===== config.mk =====
export PLATFORM = sky130hd
export DESIGN_NAME = note_event_fifo
export DESIGN_NICKNAME = d
export VERILOG_FILES = /design/src/rtl/note_event_fifo.sv
export SDC_FILE = /design/constraint.sdc
export NUM_CORES = 1
export LEC_CHECK = 0
export CAP_MARGIN = 20
export CORE_MARGIN = 2
export CORE_UTILIZATION = 60
export DETAILED_ROUTE_END_ITERATION = 10
export DONT_BUFFER_PORTS = 1
export PLACE_DENSITY = 0.73
export SKIP_CTS_REPAIR_TIMING = 1
export SLEW_MARGIN = 20
export SYNTH_ARGS = -nofsm -noshare
export SYNTH_HDL_FRONTEND = slang
export SYNTH_SLANG_ARGS = --single-unit
export TNS_END_PERCENT = 1

===== constraint.sdc =====
create_clock -name sys_clk -period 5.1 [get_ports sys_clk]
set_input_delay 1.02 -clock sys_clk [delete_from_list [all_inputs] [get_ports sys_clk]]
set_output_delay 1.02 -clock sys_clk [all_outputs]
set_load 0.01 [all_outputs]

===== src/rtl/note_event_fifo.sv =====
// note_event_fifo: times each held note in ticks and queues one event per
// completed note for the VGA panels (show-ahead FIFO, popped by rd_ack).
module note_event_fifo #(
   parameter int TICK_DIV = 10_000_000,
   parameter int DEPTH    = 16
) (
   input  logic       sys_clk,
   input  logic       sys_rst_n,
   input  logic [7:0] key,
   input  logic [1:0] shift,
   input  logic       recording,
   input  logic       clear,
   input  logic       rd_ack,
   output logic       output_ready,
   output logic [9:0] data_out,
   output logic [9:0] duration,
   output logic       overflow
);
   localparam int TW = (TICK_DIV > 1) ? $clog2(TICK_DIV) : 1;
   localparam int AW = $clog2(DEPTH);
   localparam logic [TW-1:0] TMAX = TW'(TICK_DIV - 1);
   localparam logic [AW:0]   FULL = (AW + 1)'(DEPTH);

   typedef enum logic {IDLE, HOLD} state_t;

   state_t        state, state_n;
   logic [TW-1:0] tcnt;
   logic          tick;
   logic [2:0]    idx;
   logic          cur_vld;
   logic [4:0]    cur, lat, lat_n;
   logic [4:0]    len, len_n;
   logic          push, pop, full, wr;
   logic [9:0]    push_data;
   logic [9:0]    mem [DEPTH];
   logic [AW-1:0] wptr, rptr;
   logic [AW:0]   count;

   assign tick    = recording && (tcnt == TMAX);
   assign cur_vld = |key;
   assign cur     = {shift, idx};

   // Tick prescaler: runs only while recording, frozen otherwise.
   always_ff @(posedge sys_clk or negedge sys_rst_n) begin
      if (!sys_rst_n)     tcnt <= '0;
      else if (clear)     tcnt <= '0;
      else if (recording) tcnt <= tick ? '0 : tcnt + 1'b1;
   end

   // Lowest set key bit wins on multi-key presses.
   always_comb begin
      idx = '0;
      for (int i = 7; i >= 0; i--)
         if (key[i]) idx = 3'(i);
   end

   // Note tracker: next state, latched note/length and event push.
   always_comb begin
      state_n   = state;
      lat_n     = lat;
      len_n     = len;
      push      = 1'b0;
      push_data = {lat, len};
      unique case (state)
         IDLE: begin
            if (recording && cur_vld) begin
               lat_n   = cur;
               len_n   = 5'd1;
               state_n = HOLD;
            end
         end
         HOLD: begin
            if (!recording) begin
               push    = 1'b1;
               state_n = IDLE;
            end else if (!cur_vld || cur != lat) begin
               push = 1'b1;
               if (cur_vld) begin
                  lat_n = cur;
                  len_n = 5'd1;
               end else begin
                  state_n = IDLE;
               end
            end else if (tick && len != 5'd31) begin
               len_n = len + 5'd1;
            end
         end
         default: state_n = IDLE;
      endcase
   end

   // Tracker state register; clear drops any held note.
   always_ff @(posedge sys_clk or negedge sys_rst_n) begin
      if (!sys_rst_n) state <= IDLE;
      else if (clear) state <= IDLE;
      else            state <= state_n;
   end

   // Latched note and its running length.
   always_ff @(posedge sys_clk or negedge sys_rst_n) begin
      if (!sys_rst_n) begin
         lat <= '0;
         len <= '0;
      end else if (clear) begin
         lat <= '0;
         len <= '0;
      end else begin
         lat <= lat_n;
         len <= len_n;
      end
   end

   assign pop  = rd_ack && (count != '0);
   assign full = (count == FULL);
   assign wr   = push && (!full || pop);

   // Event storage; contents beyond count are don't-care.
   always_ff @(posedge sys_clk) begin
      if (wr && !clear) mem[wptr] <= push_data;
   end

   // FIFO pointers and occupancy; pointers wrap naturally.
   always_ff @(posedge sys_clk or negedge sys_rst_n) begin
      if (!sys_rst_n) begin
         wptr  <= '0;
         rptr  <= '0;
         count <= '0;
      end else if (clear) begin
         wptr  <= '0;
         rptr  <= '0;
         count <= '0;
      end else begin
         if (wr)  wptr <= wptr + 1'b1;
         if (pop) rptr <= rptr + 1'b1;
         if (wr && !pop)      count <= count + 1'b1;
         else if (pop && !wr) count <= count - 1'b1;
      end
   end

   // Sticky drop flag.
   always_ff @(posedge sys_clk or negedge sys_rst_n) begin
      if (!sys_rst_n)                 overflow <= 1'b0;
      else if (clear)                 overflow <= 1'b0;
      else if (push && full && !pop)  overflow <= 1'b1;
   end

   // Saturating recording-time counter.
   always_ff @(posedge sys_clk or negedge sys_rst_n) begin
      if (!sys_rst_n)                         duration <= '0;
      else if (clear)                         duration <= '0;
      else if (tick && duration != 10'h3FF)   duration <= duration + 10'd1;
   end

   assign output_ready = (count != '0);
   assign data_out     = output_ready ? mem[rptr] : '0;

endmodule


After elaboration in Yosys (flattened, before gate mapping)
Memories as Yosys holds them, arrays and structs flattened.
Index checks and enable logic that the tools add are counted.
{"block": "word_totals", "reg_bits": 59, "word_cells": 104, "mem_count": 1, "in_bits": 15, "mem_bits_rw": 160, "out_inout_bits": 22}
{"block": "op_classes", "n_addsub": 7, "bitwise": 1, "mux": 47, "n_eq_ne": 11, "n_reduce_logical": 28}
{"memory": "mem", "depth": 16, "width": 10, "read_ports": 1, "rd_clocked_by_memory_dff": 0, "wr": 1, "line_no": "35", "text": "logic [9:0] mem [DEPTH];"}
{"cell": "$mux 24", "count": 3}
{"cell": "$mux 5", "count": 14}
{"cell": "$mux 10", "count": 3}
{"cell": "$add 24x1->24 const B", "count": 1}
{"cell": "$eq 24x24->1 const B", "count": 1}
{"cell": "$mux 3", "count": 8}
{"cell": "$pmux 5 s2", "count": 2}
{"cell": "$mux 4", "count": 4}
{"cell": "$mux 1", "count": 12}
{"cell": "$logic_and 1x1->1", "count": 11}
{"cell": "$add 10x1->10 const B", "count": 1}
{"cell": "$add 5x1->5 const B", "count": 2}
{"cell": "$ne 10x10->1 const B", "count": 1}
{"cell": "$reduce_bool 2->1", "count": 5}
{"cell": "$add 4x1->4 const B", "count": 2}
{"cell": "$reduce_and 4->1", "count": 2}
{"cell": "$reduce_or 8->1", "count": 1}
{"cell": "$ne 3x2->1 const B", "count": 2}
{"cell": "$ne 3x3->1 const B", "count": 2}
{"cell": "$eq 5x5->1 const B", "count": 1}
{"cell": "$logic_not 1->1", "count": 5}
{"cell": "$ne 5x5->1", "count": 1}
{"cell": "$ne 5x5->1 const B", "count": 1}
{"cell": "$reduce_bool 5->1", "count": 1}
{"cell": "7 further kinds", "count": 8}

Longest topological paths before layout
{"block": "depth", "depth_word": 19, "depth_mapped": 14, "mapped_depth_nobuf": 14}

Worst setup path before layout
Ideal clock, no wire load.
{"block": "synth_path", "path_kind": "input to register", "from": "in key[5]", "to": "reg count[4]", "setup_time_ns": 0.128, "t_arrival_ns": 4.022, "t_required_ns": 4.972, "stages": 13, "setup_slack_ns": 0.951, "path_buffers": 0, "path_cell_list": "nor4_1 o21ai_1 and3_1 and4_4 nor3_2 nand2_1 fa_1 a21o_1 a21o_1 and3_1 nor3_1 a41oi_1 mux2_1"}
{"block": "synth_via", "elab_chain_len": 15, "elab_cells_between_ends": 20, "classes_between": "1 x eq/ne; 11 x mux; 8 x reduce/logical"}
{"item": "start, declared", "line_no": "9", "text": "input logic [7:0] key,"}
{"item": "$mux 3 (6 in a row)", "line_no": "54", "text": "if (key[i]) idx = 3'(i);"}
{"item": "$ne 5x5->1", "line_no": "76", "text": "end else if (!cur_vld || cur != lat) begin"}
{"item": "$logic_or 1x1->1 (*)", "line_no": "76"}
{"item": "$mux 1 (*)", "line_no": "76"}
{"item": "$mux 1 (*)", "line_no": "73", "text": "if (!recording) begin"}
{"item": "$mux 1 (*)", "line_no": "64", "text": "unique case (state)"}
{"item": "$logic_and 1x1->1 (*)", "line_no": "115", "text": "assign wr = push && (!full || pop);"}
{"item": "$logic_and 1x1->1 or $logic_not 1->1 (tied branches)", "line_no": "135, 136"}
{"item": "$mux 5 or $logic_and 1x1->1 (tied branches)", "line_no": "135, 136"}
{"item": "$mux 5 or $reduce_bool 3->1 (tied branches)"}
{"item": "end signal, assigned", "line_no": "135", "text": "if (wr && !pop) count <= count + 1'b1;"}
{"item": "end signal, assigned", "line_no": "136", "text": "else if (pop && !wr) count <= count - 1'b1;"}
{"item": "end, declared", "line_no": "37", "text": "logic [AW:0] count;"}
Every way passes the cells marked *; elsewhere a longest branch is shown, timed or not.
A chain may end at the register's enable or synchronous reset.

Worst setup path in the final report
Ends and elaborated chain as after synthesis.

==> results.py <==
metrics = {
    "global_routing": {
        "grt_pass1_wl_mm": 29.8,
        "grt_max_degree": 60,
        "grt_use_met1_pct": 34.4,
        "grt_usage_pct": 23.5,
        "grt_pass1_vias": 5468,
        "use_met3_pct": 3.12,
        "busiest_layer": "met2",
        "gr-total-overflow": 0,
        "grt_util_met2_pct": 38.4,
        "antenna_found_initial": 0,
    },
    "synthesis": {
        "synth_top_area_share_pct": 50.4,
        "ys.flop_type": "edfxtp_1",
        "synth_edf_count": 160,
        "seq_area_frac_synth_pct": 65.9,
        "syn_nets": 638,
        "synth_cells": 609,
        "synth-seq-cells": 219,
        "ys_warn_count": 0,
        "synth_area_sq_um": 9530,
        "synth.area.top_cells": "edfxtp_1 50%, dfrtp_1 15%, mux4_2 12%",
        "synthArstFlopShare_pct": 26.9,
        "ys_top_cells_by_count": "160 x edfxtp_1, 61 x nor2_1, 59 x dfrtp_1",
        "synthDistinctLibCells": 53,
        "synth_area_per_cell_sq_um": 15.7,
        "synth_top_area_cell": "edfxtp_1",
        "synth_most_common_cell": "edfxtp_1",
    },
    "critical_path": {
        "critical_path_class": "input port to flip-flop",
        "path_cells": "nor4_1, o21ai_1, and3_1, and4_4, nor3_2, nand2_1, fa_1, a21o_1, a21o_1, nand3_1, o31ai_1, nor3_1, a41oi_1, mux2_1",
        "cpMostUsedCell": "a21o_1",
        "max_stage_delay_ns": 0.47,
        "cp_data_required_time_ns": 5.48,
        "arrival_ns": 4.43,
        "path_max_fanout": 8,
        "startpoint_type": "input port",
        "critPathCaptureType": "flip-flop",
        "crit_slowest_cell": "fa_1",
    },
    "run": {
        "max_cap_viol_count": 0,
    },
    "layout": {
        "area_growth_pct": 11.1,
        "diodes": 0,
        "fin_area_sq_um": 10600,
        "layout.cells.non_filler": 856,
        "num-nets-final": 653,
        "drive_above_1_share_pct": 18.4,
    },
    "sta": {
        "drv_slew": 0,
        "rsz0062_at_grt": "no",
        "slew_headroom_pct": 37.1,
        "tightest_slew_ns": 0.940,
        "whs_ns": 0.199,
        "setup_slack_ns": 1.05,
        "hold_viol_final": 0,
        "period_minus_slack_ns": 4.05,
        "fin_tns_setup_ns": 0,
        "fmax_ghz": 0.247,
        "setup_violations": 0,
        "post-route-period-util_pct": 79.4,
        "skew_ns": 0.0279,
    },
    "clock_tree": {
        "clk_pin_slew_ns": 0.06,
        "cts_tree": "done",
        "clock_latency_ns": 0.52,
        "cts_buffers": 22,
        "root_buffer": "clkbuf_16",
        "cts_max_path_buffers": 3,
        "clock-sinks": 219,
        "htree_levels": 1,
    },
    "floorplanning": {
        "die_w_microns": 130,
        "initial_core_util_pct": 60.7,
        "boundaryPins": 37,
        "die_h_microns": 130,
        "die-area_sq_um": 16900,
        "fp.coreArea_sq_um": 15700,
        "rows": 46,
    },
    "power_and_ir_drop": {
        "p_comb_share_pct": 14.3,
        "pwr-share-clk_pct": 37.9,
        "max-vdd-ir-drop_v": 0.000263,
        "netSwitchingFraction_pct": 24.1,
        "power_switching_uw": 1010,
        "leakage_uw": 0.00379,
        "power.internal_uw": 3190,
        "seqPwrFrac_pct": 47.9,
        "powerDensity_nw_per_um2": 397,
    },
    "run_status": {
        "status": "finished clean",
    },
    "placed_design": {
        "gp_congestion": 0.821,
        "placedCellCount": 816,
        "portBuffers": 0,
        "post_dp_cell_area_sq_um": 9860,
        "dpl_worst_slack_ns": 0.572,
        "dpl.hpwl_mm": 11.7,
    },
    "detailed_routing": {
        "postRouteAntennaNets": 0,
        "wl_per_cell_microns": 22.0,
        "routed-via-count": 5267,
        "drc": 0,
        "firstDrtPassIters": 5,
        "wl_mm": 18.9,
        "avgViaCountPerCell": 6.15,
        "drt_iter0_drc": 575,
    },
    "min_path": {
        "hold_class": "input port to asynchronous set/reset pin",
    },
}
[per-layer routing]
| metal | up-vias | wire, microns |
|---|---|---|
| met5 | - | 0 |
| met4 | 0 | 333 |
| met3 | 33 | 1020 |
| met2 | 174 | 9280 |
| met1 | 2689 | 8220 |
| li1 | 2371 | - |
[power by group through the flow]
stage	Sequential [uW]	Combinational [uW]	Clock [uW]
2_1_floorplan	2000	528	0
3_3_place_gp	2050	583	0
3_5_place_dp	2050	605	0
4_1_cts	2010	609	1630
5_1_grt	2020	658	1690
6_report	2010	600	1590
[registers in the layout, summed over array words and instances (netlist names)]
name,count
count,5
wptr,4
state,1
len,5
mem,160
duration,10
overflow,1
rptr,4
tcnt,24
lat,5
[worst max-delay path, delay by kind of cell]
family	cells	cell delay [ns]
fa+ha+maj	1	0.47
mux	1	0.30
compound gates	5	0.80
simple gates	7	1.84
[placed cells by master, fill, tap and decap left out, types with 5 or more instances in the layout]
| cell | Yosys | final |
|---|---|---|
| nand3_1 | 13 | 13 |
| inv_1 | 5 | 5 |
| mux2i_1 | 5 | 5 |
| nand4_1 | 10 | 10 |
| nor3_1 | 16 | 16 |
| nand2b_1 | 8 | 8 |
| nand2_1 | 30 | 30 |
| and2_1 | 14 | 14 |
| o21ai_0 | 10 | 10 |
| buf_4 | 1 | 16 |
| or3_1 | 7 | 7 |
| edfxtp_1 | 160 | 160 |
| mux2_1 | 5 | 5 |
| mux4_2 | 50 | 50 |
| clkinv_2 | 0 | 6 |
| xnor2_1 | 15 | 15 |
| nor2b_1 | 6 | 6 |
| a21oi_1 | 18 | 18 |
| clkbuf_16 | 0 | 22 |
| xor2_1 | 19 | 19 |
| dfrtp_1 | 59 | 58 |
| and3_1 | 9 | 9 |
| nor2_1 | 61 | 61 |
| ha_1 | 13 | 13 |
[cell families after synthesis]
family	count (synthesis)	synth area share, %
DFF	219	65.9
xor gates and xnor gates	34	3.12
buffers and inverters	31	1.30
adders and majority gates	14	1.92
and+or+nand+nor	201	11.4
AOI/OAI and AO/OA	50	3.49
muxes	60	12.9
[stage by stage]
step	power, uW	utilization [%]
6_report	4200	67.4
5_1_grt	4380	67.4
4_1_cts	4250	67.4
3_5_place_dp	2660	62.7
3_3_place_gp	2630	62.7
2_1_floorplan	2520	-
[area by class of cell]
class,instances,area [sq um]
flip-flops and latches,219,6280
multi-input cells,359,3150
clock buffers,28,603
fillers,1066,5120
repair buffers,17,140
inverters,5,18.8
well taps,216,270
clock inverters,12,126
[worst paths after layout]
path | from | endpoint | slack [ns] | cells after the start
setup / recovery | key[5] | count[4]$_DFFE_PN0P_ | 1.05 | 14
hold / removal | sys_rst_n | lat[3]$_DFFE_PN0P_ | 0.20 | 0
setup reg to reg | lat[4]$_DFFE_PN0P_ | count[4]$_DFFE_PN0P_ | 1.14 | 14
hold reg to reg | tcnt[23]$_DFFE_PN0N_ | tcnt[23]$_DFFE_PN0N_ | 0.55 | 2
max in group asynchronous | sys_rst_n | rptr[0]$_DFFE_PN0P_ | 4.78 | 0
min in group sys_clk | tcnt[23]$_DFFE_PN0N_ | tcnt[23]$_DFFE_PN0N_ | 0.55 | 2
Power figures use the tool's default switching activity.
